### src/rtl/event_collect16_if.sv
// event_collect16_if -- signal bundle for the event_collect16 block.
//   ev_in     : event sources, one bit per source
//   mask      : per-source enable (1 = accepted and offered)
//   pend_bus  : registered sticky pending bits
//   irq       : registered OR of (pend_bus & mask)
//   out_valid : an index is being offered
//   out_idx   : offered source index
//   out_ready : consumer accepts the offered index
//   ovf       : sticky per-source overflow flags
//   ovf_clr   : synchronous clear of all ovf bits
// Modport master is the collector side; slave is the producer/consumer side.
interface event_collect16_if #(
  parameter int WIDTH = 16,
  parameter int IDX_W = 4
);
  logic [WIDTH-1:0] ev_in;
  logic [WIDTH-1:0] mask;
  logic [WIDTH-1:0] pend_bus;
  logic             irq;
  logic             out_valid;
  logic [IDX_W-1:0] out_idx;
  logic             out_ready;
  logic [WIDTH-1:0] ovf;
  logic             ovf_clr;

  modport master (
    input  ev_in, mask, out_ready, ovf_clr,
    output pend_bus, irq, out_valid, out_idx, ovf
  );

  modport slave (
    output ev_in, mask, out_ready, ovf_clr,
    input  pend_bus, irq, out_valid, out_idx, ovf
  );
endinterface

### src/rtl/event_collect16.sv
// event_collect16 -- captures 16 event sources into sticky pending bits that
// feed the downstream 16-input OR stage, and serves pending sources one at a
// time in round-robin order over a valid/ready handshake. Overflow (a new
// accepted event on an already-pending source) is tracked per source.
// Ports:
//   clk   : rising-edge clock
//   rst_n : asynchronous active-low reset
//   bus   : event_collect16_if.master (ev_in, mask, pend_bus, irq,
//           out_valid, out_idx, out_ready, ovf, ovf_clr)
// Build option:
//   EVENT_COLLECT_EDGE_EN defined   -> rising-edge event detection
//   EVENT_COLLECT_EDGE_EN undefined -> level events (every high cycle counts)
module event_collect16 #(
  parameter int WIDTH = 16,
  parameter int IDX_W = 4
) (
  input logic               clk,
  input logic               rst_n,
  event_collect16_if.master bus
);

  typedef enum logic {IDLE, OFFER} state_t;

  state_t           state;
  logic [WIDTH-1:0] pend;
  logic [WIDTH-1:0] ovf_r;
  logic             irq_r;
  logic             valid_r;
  logic [IDX_W-1:0] idx_r;
  logic [IDX_W-1:0] ptr;

  logic [WIDTH-1:0] ev;
  logic [WIDTH-1:0] acc;
  logic [WIDTH-1:0] clr_vec;
  logic [WIDTH-1:0] elig;
  logic             hs;
  logic             hit;
  logic [IDX_W-1:0] pick;
  logic [IDX_W-1:0] cand;

`ifdef EVENT_COLLECT_EDGE_EN
  logic [WIDTH-1:0] ev_q;

  always_ff @(posedge clk or negedge rst_n) begin
    if (!rst_n) ev_q <= '0;
    else        ev_q <= bus.ev_in;
  end

  always_comb begin
    ev = bus.ev_in & ~ev_q;
  end
`else
  always_comb begin
    ev = bus.ev_in;
  end
`endif

  always_comb begin
    acc     = ev & bus.mask;
    hs      = valid_r & bus.out_ready;
    clr_vec = '0;
    if (hs) clr_vec[idx_r] = 1'b1;
    elig    = pend & bus.mask;
  end

  // Rotating priority search starting at ptr; the 4-bit add wraps 15 -> 0.
  always_comb begin
    hit  = 1'b0;
    pick = ptr;
    cand = '0;
    for (int unsigned i = 0; i < WIDTH; i++) begin
      cand = ptr + IDX_W'(i);
      if (!hit && elig[cand]) begin
        hit  = 1'b1;
        pick = cand;
      end
    end
  end

  always_ff @(posedge clk or negedge rst_n) begin
    if (!rst_n) begin
      state   <= IDLE;
      pend    <= '0;
      ovf_r   <= '0;
      irq_r   <= 1'b0;
      valid_r <= 1'b0;
      idx_r   <= '0;
      ptr     <= '0;
    end else begin
      // Set has priority over the handshake clear on the same bit.
      pend  <= acc | (pend & ~clr_vec);
      // A fresh overflow outranks ovf_clr on that bit.
      ovf_r <= (bus.ovf_clr ? '0 : ovf_r) | (acc & pend & ~clr_vec);
      irq_r <= |elig;
      case (state)
        IDLE: begin
          if (hit) begin
            idx_r   <= pick;
            valid_r <= 1'b1;
            state   <= OFFER;
          end
        end
        OFFER: begin
          if (bus.out_ready) begin
            ptr     <= idx_r + IDX_W'(1);
            valid_r <= 1'b0;
            state   <= IDLE;
          end
        end
        default: begin
          valid_r <= 1'b0;
          state   <= IDLE;
        end
      endcase
    end
  end

  assign bus.pend_bus  = pend;
  assign bus.irq       = irq_r;
  assign bus.out_valid = valid_r;
  assign bus.out_idx   = idx_r;
  assign bus.ovf       = ovf_r;

endmodule

### src/flat_wrapper.sv
// flat-port wrapper written by rule: the top's interface ports become plain ports
module event_collect16_flat 
#(
  parameter int WIDTH = 16,
  parameter int IDX_W = 4
)
  (clk, rst_n, bus_ev_in, bus_mask, bus_out_ready, bus_ovf_clr, bus_pend_bus, bus_irq, bus_out_valid, bus_out_idx, bus_ovf);
  event_collect16_if #(.WIDTH(WIDTH), .IDX_W(IDX_W)) bus_i ();
  input logic clk;
  input logic rst_n;
  input wire logic [$bits(bus_i.ev_in)-1:0] bus_ev_in;
  input wire logic [$bits(bus_i.mask)-1:0] bus_mask;
  input wire logic [$bits(bus_i.out_ready)-1:0] bus_out_ready;
  input wire logic [$bits(bus_i.ovf_clr)-1:0] bus_ovf_clr;
  output wire logic [$bits(bus_i.pend_bus)-1:0] bus_pend_bus;
  output wire logic [$bits(bus_i.irq)-1:0] bus_irq;
  output wire logic [$bits(bus_i.out_valid)-1:0] bus_out_valid;
  output wire logic [$bits(bus_i.out_idx)-1:0] bus_out_idx;
  output wire logic [$bits(bus_i.ovf)-1:0] bus_ovf;
  assign bus_i.ev_in = bus_ev_in;
  assign bus_i.mask = bus_mask;
  assign bus_i.out_ready = bus_out_ready;
  assign bus_i.ovf_clr = bus_ovf_clr;
  assign bus_pend_bus = bus_i.pend_bus;
  assign bus_irq = bus_i.irq;
  assign bus_out_valid = bus_i.out_valid;
  assign bus_out_idx = bus_i.out_idx;
  assign bus_ovf = bus_i.ovf;
  event_collect16 #(.WIDTH(WIDTH), .IDX_W(IDX_W)) u_core (.clk(clk), .rst_n(rst_n), .bus(bus_i));
endmodule
### config.mk
export PLATFORM = sky130hd
export DESIGN_NAME = event_collect16_flat
export DESIGN_NICKNAME = d
export VERILOG_FILES = /design/src/rtl/event_collect16_if.sv /design/src/rtl/event_collect16.sv /design/src/flat_wrapper.sv
export SDC_FILE = /design/constraint.sdc
export NUM_CORES = 1
export LEC_CHECK = 0
export BUFFER_PORTS_ARGS = -buffer_cell sky130_fd_sc_hd__buf_2
export CORE_MARGIN = 5
export CORE_UTILIZATION = 33
export CTS_CLUSTER_DIAMETER = 120
export DETAILED_ROUTE_END_ITERATION = 10
export PLACE_DENSITY = 0.57
export SYNTH_ARGS = -nofsm -noshare
export SYNTH_HDL_FRONTEND = slang
export SYNTH_SLANG_ARGS = --single-unit
### constraint.sdc
create_clock -name clk -period 5.1 [get_ports clk]
set_input_delay 0.765 -clock clk [delete_from_list [all_inputs] [get_ports clk]]
set_output_delay 0.765 -clock clk [all_outputs]
set_load 0.01 [all_outputs]
==> results of run 1 <==
==> metal layers <==
layer,share of wire (%),wire (um),up-vias
li1,-,-,2151
met1,43,6820,2290
met2,47,7470,245
met3,7.8,1250,28
met4,2.6,408,0
met5,0,0,-
==> worst reg2reg max path: cells and delay by family (launching register included) <==
kind / cells / cell delay, ns
compound gates: 1 / 0.11
fa+ha+maj: 1 / 0.84
buf+inv: 1 / 0.24
flops: 1 / 0.43
mux: 3 / 1.56
simple gates: 4 / 1.05
==> state kept, by name, indices dropped and copies added (netlist names) <==
| signal | cells |
|---|---|
| u_core.bus.irq | 1 |
| u_core.bus.out_idx | 4 |
| u_core.bus.out_valid | 1 |
| u_core.bus.ovf | 16 |
| u_core.bus.pend_bus | 16 |
| u_core.ptr | 4 |
| u_core.state | 1 |
==> through the flow <==
step / cell area, sq um / util, % / std cells / hold WS (ns)
floorplan: 4440 / - / 528 / 0.469
global placement: 4950 / 37.4 / 758 / 0.500
detailed placement: 4950 / 37.4 / 758 / 0.516
CTS: 5110 / 38.6 / 766 / 0.529
global route: 5110 / 38.6 / 766 / 0.550
finish: 5110 / 38.6 / 766 / 0.528
==> cell type report <==
type / count / area (sq um) / share of cell area (%)
Clock inverter: 3 / 26.3 / 0.515
Clock buffer: 5 / 125 / 2.45
Inverter: 30 / 113 / 2.21
Sequential cell: 43 / 1080 / 21.1
Timing Repair Buffer: 80 / 418 / 8.18
Multi-Input combinational cell: 429 / 3130 / 61.3
Tap cell: 176 / 220 / 4.31
==> final timing paths <==
kind / startpoint / to / slack, ns / cells after the start
min reg2reg: u_core.bus.ovf[12]$_DFF_PN0_ / u_core.bus.ovf[12]$_DFF_PN0_ / 0.53 / 2
max reg2reg: u_core.ptr[2]$_DFFE_PN0P_ / u_core.bus.out_idx[0]$_DFFE_PN0P_ / 0.79 / 10
min: u_core.bus.ovf[12]$_DFF_PN0_ / u_core.bus.ovf[12]$_DFF_PN0_ / 0.53 / 2
max: u_core.ptr[2]$_DFFE_PN0P_ / u_core.bus.out_idx[0]$_DFFE_PN0P_ / 0.79 / 10
max in group asynchronous: rst_n / u_core.bus.out_valid$_DFFE_PN0P_ / 3.85 / 1
min in group asynchronous: rst_n / u_core.bus.pend_bus[15]$_DFF_PN0_ / 0.63 / 1
==> kinds of logic after synthesis <==
kind of cell,synth area share [%]
AOI/OAI and AO/OA,24.6
xor gates and xnor gates,2.93
adders and majority gates,3.10
buffers and inverters,5.41
DFF,24.2
muxes,15.2
and+or+nand+nor,24.6
==> cells in the final DEF, fill, tap and decap left out, types with 3 or more instances in the layout <==
cell | synthesis | routed
and4b_1 | 3 | 3
nor4_1 | 3 | 3
mux2_2 | 11 | 11
a211oi_1 | 7 | 7
nor3b_1 | 3 | 3
ha_1 | 11 | 11
a31oi_1 | 7 | 7
o2111ai_1 | 9 | 9
buf_2 | 12 | 73
o211ai_1 | 6 | 6
o22ai_1 | 20 | 20
nor2_1 | 24 | 24
and2_1 | 18 | 18
nor3_1 | 7 | 7
clkbuf_16 | 0 | 5
nand2b_1 | 7 | 7
nand3_1 | 23 | 23
xnor2_1 | 8 | 8
a21oi_1 | 21 | 21
dfrtp_1 | 43 | 43
o21a_1 | 3 | 3
nand4_1 | 10 | 10
nand2_1 | 69 | 69
mux4_2 | 16 | 16
xor2_1 | 5 | 5
nor2b_1 | 3 | 3
and3_1 | 3 | 3
mux2i_1 | 15 | 15
nand3b_1 | 3 | 3
and4_1 | 5 | 5
o21ai_0 | 39 | 39
buf_4 | 0 | 7
a41oi_1 | 6 | 6
or2_2 | 3 | 3
a21boi_0 | 6 | 6
nand4b_1 | 4 | 4
inv_1 | 28 | 28
==> summary.txt, run 1 <==
Timing
  • RSZ-0062 raised after global routing: no
  • Max Clk Rate: 0.232 GHz
  • Period utilization: 84.4%
  • Final Skew: 0.00775 ns
  • Final-report max-slew violation count: 0
  • Final min period: 4.31 ns
  • Worst-Margin Slew: 0.991 ns
  • Rel. slew slack: 33.9%
  • # setup viols final: 0
  • Final worst slack: 0.794 ns
  • Final setup TNS: 0 ns
  • Count of final hold-check violations: 0

Setup path
  • CP peak stage delay: 0.84 ns
  • CP cell instances: inv_1 -> ha_1 -> mux4_2 -> mux2i_1 -> mux2_2 -> nor3_4 -> and3_1 -> and3_1 -> or4_1 -> o211ai_1
  • Most used cell, CP: and3_1
  • CP delay by family, top: multiplexers
  • Worst Setup Start Kind: register
  • Crit. End Element: register
  • Worst path bufs/invs: 1
  • Worst Path Arrival: 4.51 ns
  • Data required, critical path: 5.31 ns
  • Setup CP Type: reg -> reg
  • Critical path's slowest cell: ha_1
  • Crit path max fanout: 17

Finish
  • Filler cell count: 1,385
  • Area delta synth->final: 14.9%
  • Final nets: 636
  • Layout cells sized above 1: 22.7%
  • Inserted Diodes: 0

CTS
  • Clock transition at path regs: 0.07 ns
  • CTS tree: done
  • Max clock buf depth: 2
  • Num CTS Buffers: 5
  • Hold buffers post-CTS: 0
  • CTS H-tree lvls: 2
  • CTS root buffer: clkbuf_16
  • Post-CTS Resized: 0
  • Setup repair bufs after CTS: 0
  • Clock sinks: 43
  • Clk_lat worst skew: 0.30 ns

Floorplanning
  • Initial Util: 33.6%
  • Row Count: 42
  • Die footprint: 0.0159 sq mm
  • Die H: 126 um
  • Core ar.: 0.0132 sq mm
  • Die X: 126 um
  • I/O pin cnt: 74

Yosys
  • Synth top area cells: dfrtp_1 24%, mux4_2 8.1%, nand2_1 5.8%
  • Syn Inst Count: 528
  • Synth Cell Area: 0.00444 sq mm
  • Number of synthesized flops with an enable pin: 0
  • Syn Nets: 575
  • Top cell type's share of synthesized area: 24.2%
  • Post-synthesis sequential area ratio: 24.2%
  • Synth top cells by count: 69 x nand2_1, 43 x dfrtp_1, 39 x o21ai_0, 28 x inv_1, 24 x nor2_1
  • Yosys reg bits: 43
  • Ys Warns: 0
  • Average cell area after synthesis: 8.42 sq um
  • Count leader, synth: nand2_1
  • Synth async-reset ratio: 100%
  • Most used DFF post-synth: dfrtp_1
  • Yosys top cell by area: dfrtp_1
  • Distinct cells, synth: 77

Placement
  • Hpwl dp: 12,500 um
  • Port bufs: 73
  • Pre-CTS setup slack: 0.948 ns
  • GPL Wtd Cong: 0.942

GRT
  • M2 GR Usage: 32.3%
  • Initial antenna violation count: 0
  • Largest net degree at the start of global routing: 55
  • Met1 Resource Use GR: 27.5%
  • First-pass GRT wire length: 25,500 um
  • GR Util All Layers: 19.7%
  • Vias in the first global route: 4,580
  • Most Crowded Layer GR: met2
  • Gr ovfl total: 0
  • Met3 usage: 2.46%

Routing
  • Number of vias per cell: 6.15
  • 1st-iter DRT viols: 395
  • DRC Markers: 0
  • WL per Instance: 20.8 um
  • Total number of vias: 4,714
  • Total routed wirelength: 15,900 um
  • First-pass DRT Iterations: 5
  • Routed Antenna Nets: 0

Run status
  • Status: complete, no violations

Flow run
  • Maxcap violations: 0

Worst hold path
  • Tightest Hold Check Type: reg -> reg
Power of run 1 is not shown: default switching activity piles up to over one toggle a cycle in this logic, so the estimate is an artifact.
==> run 2: changes to the inputs <==
--- a/config.mk
+++ b/config.mk
@@ -10,7 +10,7 @@
 export CORE_UTILIZATION = 33
 export CTS_CLUSTER_DIAMETER = 120
 export DETAILED_ROUTE_END_ITERATION = 10
-export PLACE_DENSITY = 0.57
+export PLACE_DENSITY = 0.58
 export SYNTH_ARGS = -nofsm -noshare
 export SYNTH_HDL_FRONTEND = slang
 export SYNTH_SLANG_ARGS = --single-unit
==> constraint.sdc (replaced) <==
create_clock -name clk -period 3.7 [get_ports clk]
set_input_delay 0.555 -clock clk [delete_from_list [all_inputs] [get_ports clk]]
set_output_delay 0.555 -clock clk [all_outputs]
set_load 0.01 [all_outputs]
==> run 2 against run 1 <==
Core utilization rose by 1.7 points; via count rose by 1.2%; register-to-register slack lost 0.65 ns.
==> summary.txt, run 2 (synthesis gave the netlist of run 1 again) <==
Placement
  • Placed cell count: 784 (+3.4%)
  • Hpwl dp: 12,500 um (+0.54%)
  • Pre-CTS setup slack: 0.186 ns (-0.762 ns)
  • Port bufs: 73 (unchanged)
  • GPL Wtd Cong: 1.00 (+6.5%)

Floorplanning
  • Initial Util: 33.6% (unchanged)
  • Die footprint: 0.0159 sq mm (unchanged)
  • Die H: 126 um (unchanged)
  • Die X: 126 um (unchanged)
  • I/O pin cnt: 74 (unchanged)
  • Row Count: 42 (unchanged)
  • Core ar.: 0.0132 sq mm (unchanged)

Setup path
  • Worst r2r path cells: 11 (+1)
  • Crit. End Element: register
  • Worst Setup Start Kind: register
  • R2R Setup Slk: 0.14 ns (-0.65 ns)
  • Worst R2R Start: u_core.ptr[0]$_DFFE_PN0P_
  • Crit path max fanout: 9 (-8)
  • Worst Path Arrival: 3.76 ns (-0.75 ns)
  • Setup CP Type: reg -> reg
  • R2r endpoint: u_core.bus.out_idx[1]$_DFFE_PN0P_
  • Data required, critical path: 3.90 ns (-1.41 ns)

Routing
  • 1st-iter DRT viols: 503 (+27%)
  • WL per Instance: 20.0 um (-3.8%)
  • Total routed wirelength: 15,900 um (-0.50%)
  • Total number of vias: 4,772 (+1.2%)
  • Routed Antenna Nets: 0 (unchanged)
  • First-pass DRT Iterations: 5 (unchanged)
  • DRC Markers: 0 (unchanged)
  • Number of vias per cell: 6.03 (-2.1%)

Flow run
  • Maxcap violations: 0 (unchanged)

Finish
  • Layout cells sized above 1: 26.5% (+3.7 points)
  • Fin cells: 792 (+3.4%)
  • Area delta synth->final: 19.9%
  • FF+latch area: 0.00108 sq mm (unchanged)
  • Inserted Diodes: 0 (unchanged)
  • Area of the multi-input gates: 0.00314 sq mm (+0.44%)
  • Most common cell after layout, fill and taps aside: buf_2
  • Final nets: 662 (+4.1%)
  • Filler cell count: 1,363 (-1.6%)
  • Most frequent cells in the layout: 73 x buf_2, 69 x nand2_1, 43 x dfrtp_1

Run status
  • Status: complete, no violations

Timing
  • RSZ-0062 raised after global routing: no
  • # setup viols final: 0 (unchanged)
  • Worst-Margin Slew: 0.990 ns (-0.000755 ns)
  • Max Clk Rate: 0.281 GHz (+21%)
  • Final-report max-slew violation count: 0 (unchanged)
  • Final Skew: 0.00973 ns (+0.00198 ns)
  • Final min period: 3.56 ns (-0.750 ns)
  • Period utilization: 96.1% (+12 points)
  • Rel. slew slack: 34.0% (+0.050 points)
  • Final setup TNS: 0 ns (unchanged)
  • Final worst slack: 0.144 ns (-0.650 ns)
  • Count of final hold-check violations: 0 (unchanged)

GRT
  • Gr ovfl total: 0 (unchanged)
  • Vias in the first global route: 4,766 (+4.1%)
  • Initial antenna violation count: 0 (unchanged)
  • Largest net degree at the start of global routing: 48 (-13%)
  • GR Util All Layers: 19.7% (-0.084 points)
  • First-pass GRT wire length: 25,400 um (-0.33%)

CTS
  • Num CTS Buffers: 5 (unchanged)
  • CTS H-tree lvls: 2 (unchanged)
  • CTS root buffer: clkbuf_16
  • Clock sinks: 43 (unchanged)
  • Clk_lat worst skew: 0.30 ns (about the same)
  • Clock transition at path regs: 0.07 ns (about the same)
  • Max clock buf depth: 2 (unchanged)
  • Setup repair bufs after CTS: 0 (unchanged)
  • CTS tree: done
  • Post-CTS Resized: 0 (unchanged)
  • Hold buffers post-CTS: 0 (unchanged)

Worst hold path
  • Tightest Hold Check Type: in -> async
==> run 2: final cells by class <==
| cell class | instances | area share (%) |
|---|---|---|
| inverter | 30 | 2.11 |
| clock buffer | 5 | 2.35 |
| tap | 176 | 4.13 |
| multi-input combinational | 429 | 59.0 |
| clock inverter | 3 | 0.493 |
| sequential | 43 | 20.2 |
| timing repair buffer | 106 | 11.7 |
==> run 2: layer usage <==
| layer | wire, um | vias to the layer above | global-route usage (%) |
|---|---|---|---|
| met5 | 0 | - | 0 |
| met4 | 605 | 0 | 8.33 |
| met3 | 1070 | 46 | 2.96 |
| met2 | 7260 | 253 | 31.1 |
| met1 | 6930 | 2278 | 26.8 |
| li1 | - | 2195 | - |
==> run 2: stage by stage <==
stage | hold slack (ns) | util, % | area (sq um)
2_1_floorplan | 0.259 | - | 4450
3_3_place_gp | 0.499 | 39.0 | 5170
3_5_place_dp | 0.514 | 39.0 | 5170
4_1_cts | 0.453 | 40.2 | 5320
5_1_grt | 0.490 | 40.2 | 5330
6_report | 0.414 | 40.2 | 5330
==> run 2: how the worst max path moves through the flow <==
stage	slack, ns	start	cells past startpoint	end
floorplan	0.02	u_core.ptr[2]$_DFFE_PN0P_	14	u_core.bus.out_idx[1]$_DFFE_PN0P_
global placement	0.19	bus_mask[2]	10	u_core.bus.out_idx[3]$_DFFE_PN0P_
detailed placement	0.19	bus_mask[5]	10	u_core.bus.out_idx[3]$_DFFE_PN0P_
CTS	0.17	u_core.ptr[1]$_DFFE_PN0P_	10	u_core.bus.out_idx[3]$_DFFE_PN0P_
global route	0.02	u_core.ptr[0]$_DFFE_PN0P_	11	u_core.bus.out_idx[1]$_DFFE_PN0P_
finish	0.14	u_core.ptr[0]$_DFFE_PN0P_	11	u_core.bus.out_idx[1]$_DFFE_PN0P_
==> run 2: worst max-delay path, cell delays in order, from the launching register on <==
cell       delay [ns]
dfrtp_1          0.43
ha_1             0.31
xnor2_1          0.33
buf_4            0.22
o2111ai_1        0.26
and4_1           0.30
mux2_2           0.36
nor2_1           0.28
nand4_2          0.27
nor3_4           0.26
and4b_1          0.24
a221oi_2         0.20
Power of run 2 is left out for the same reason.
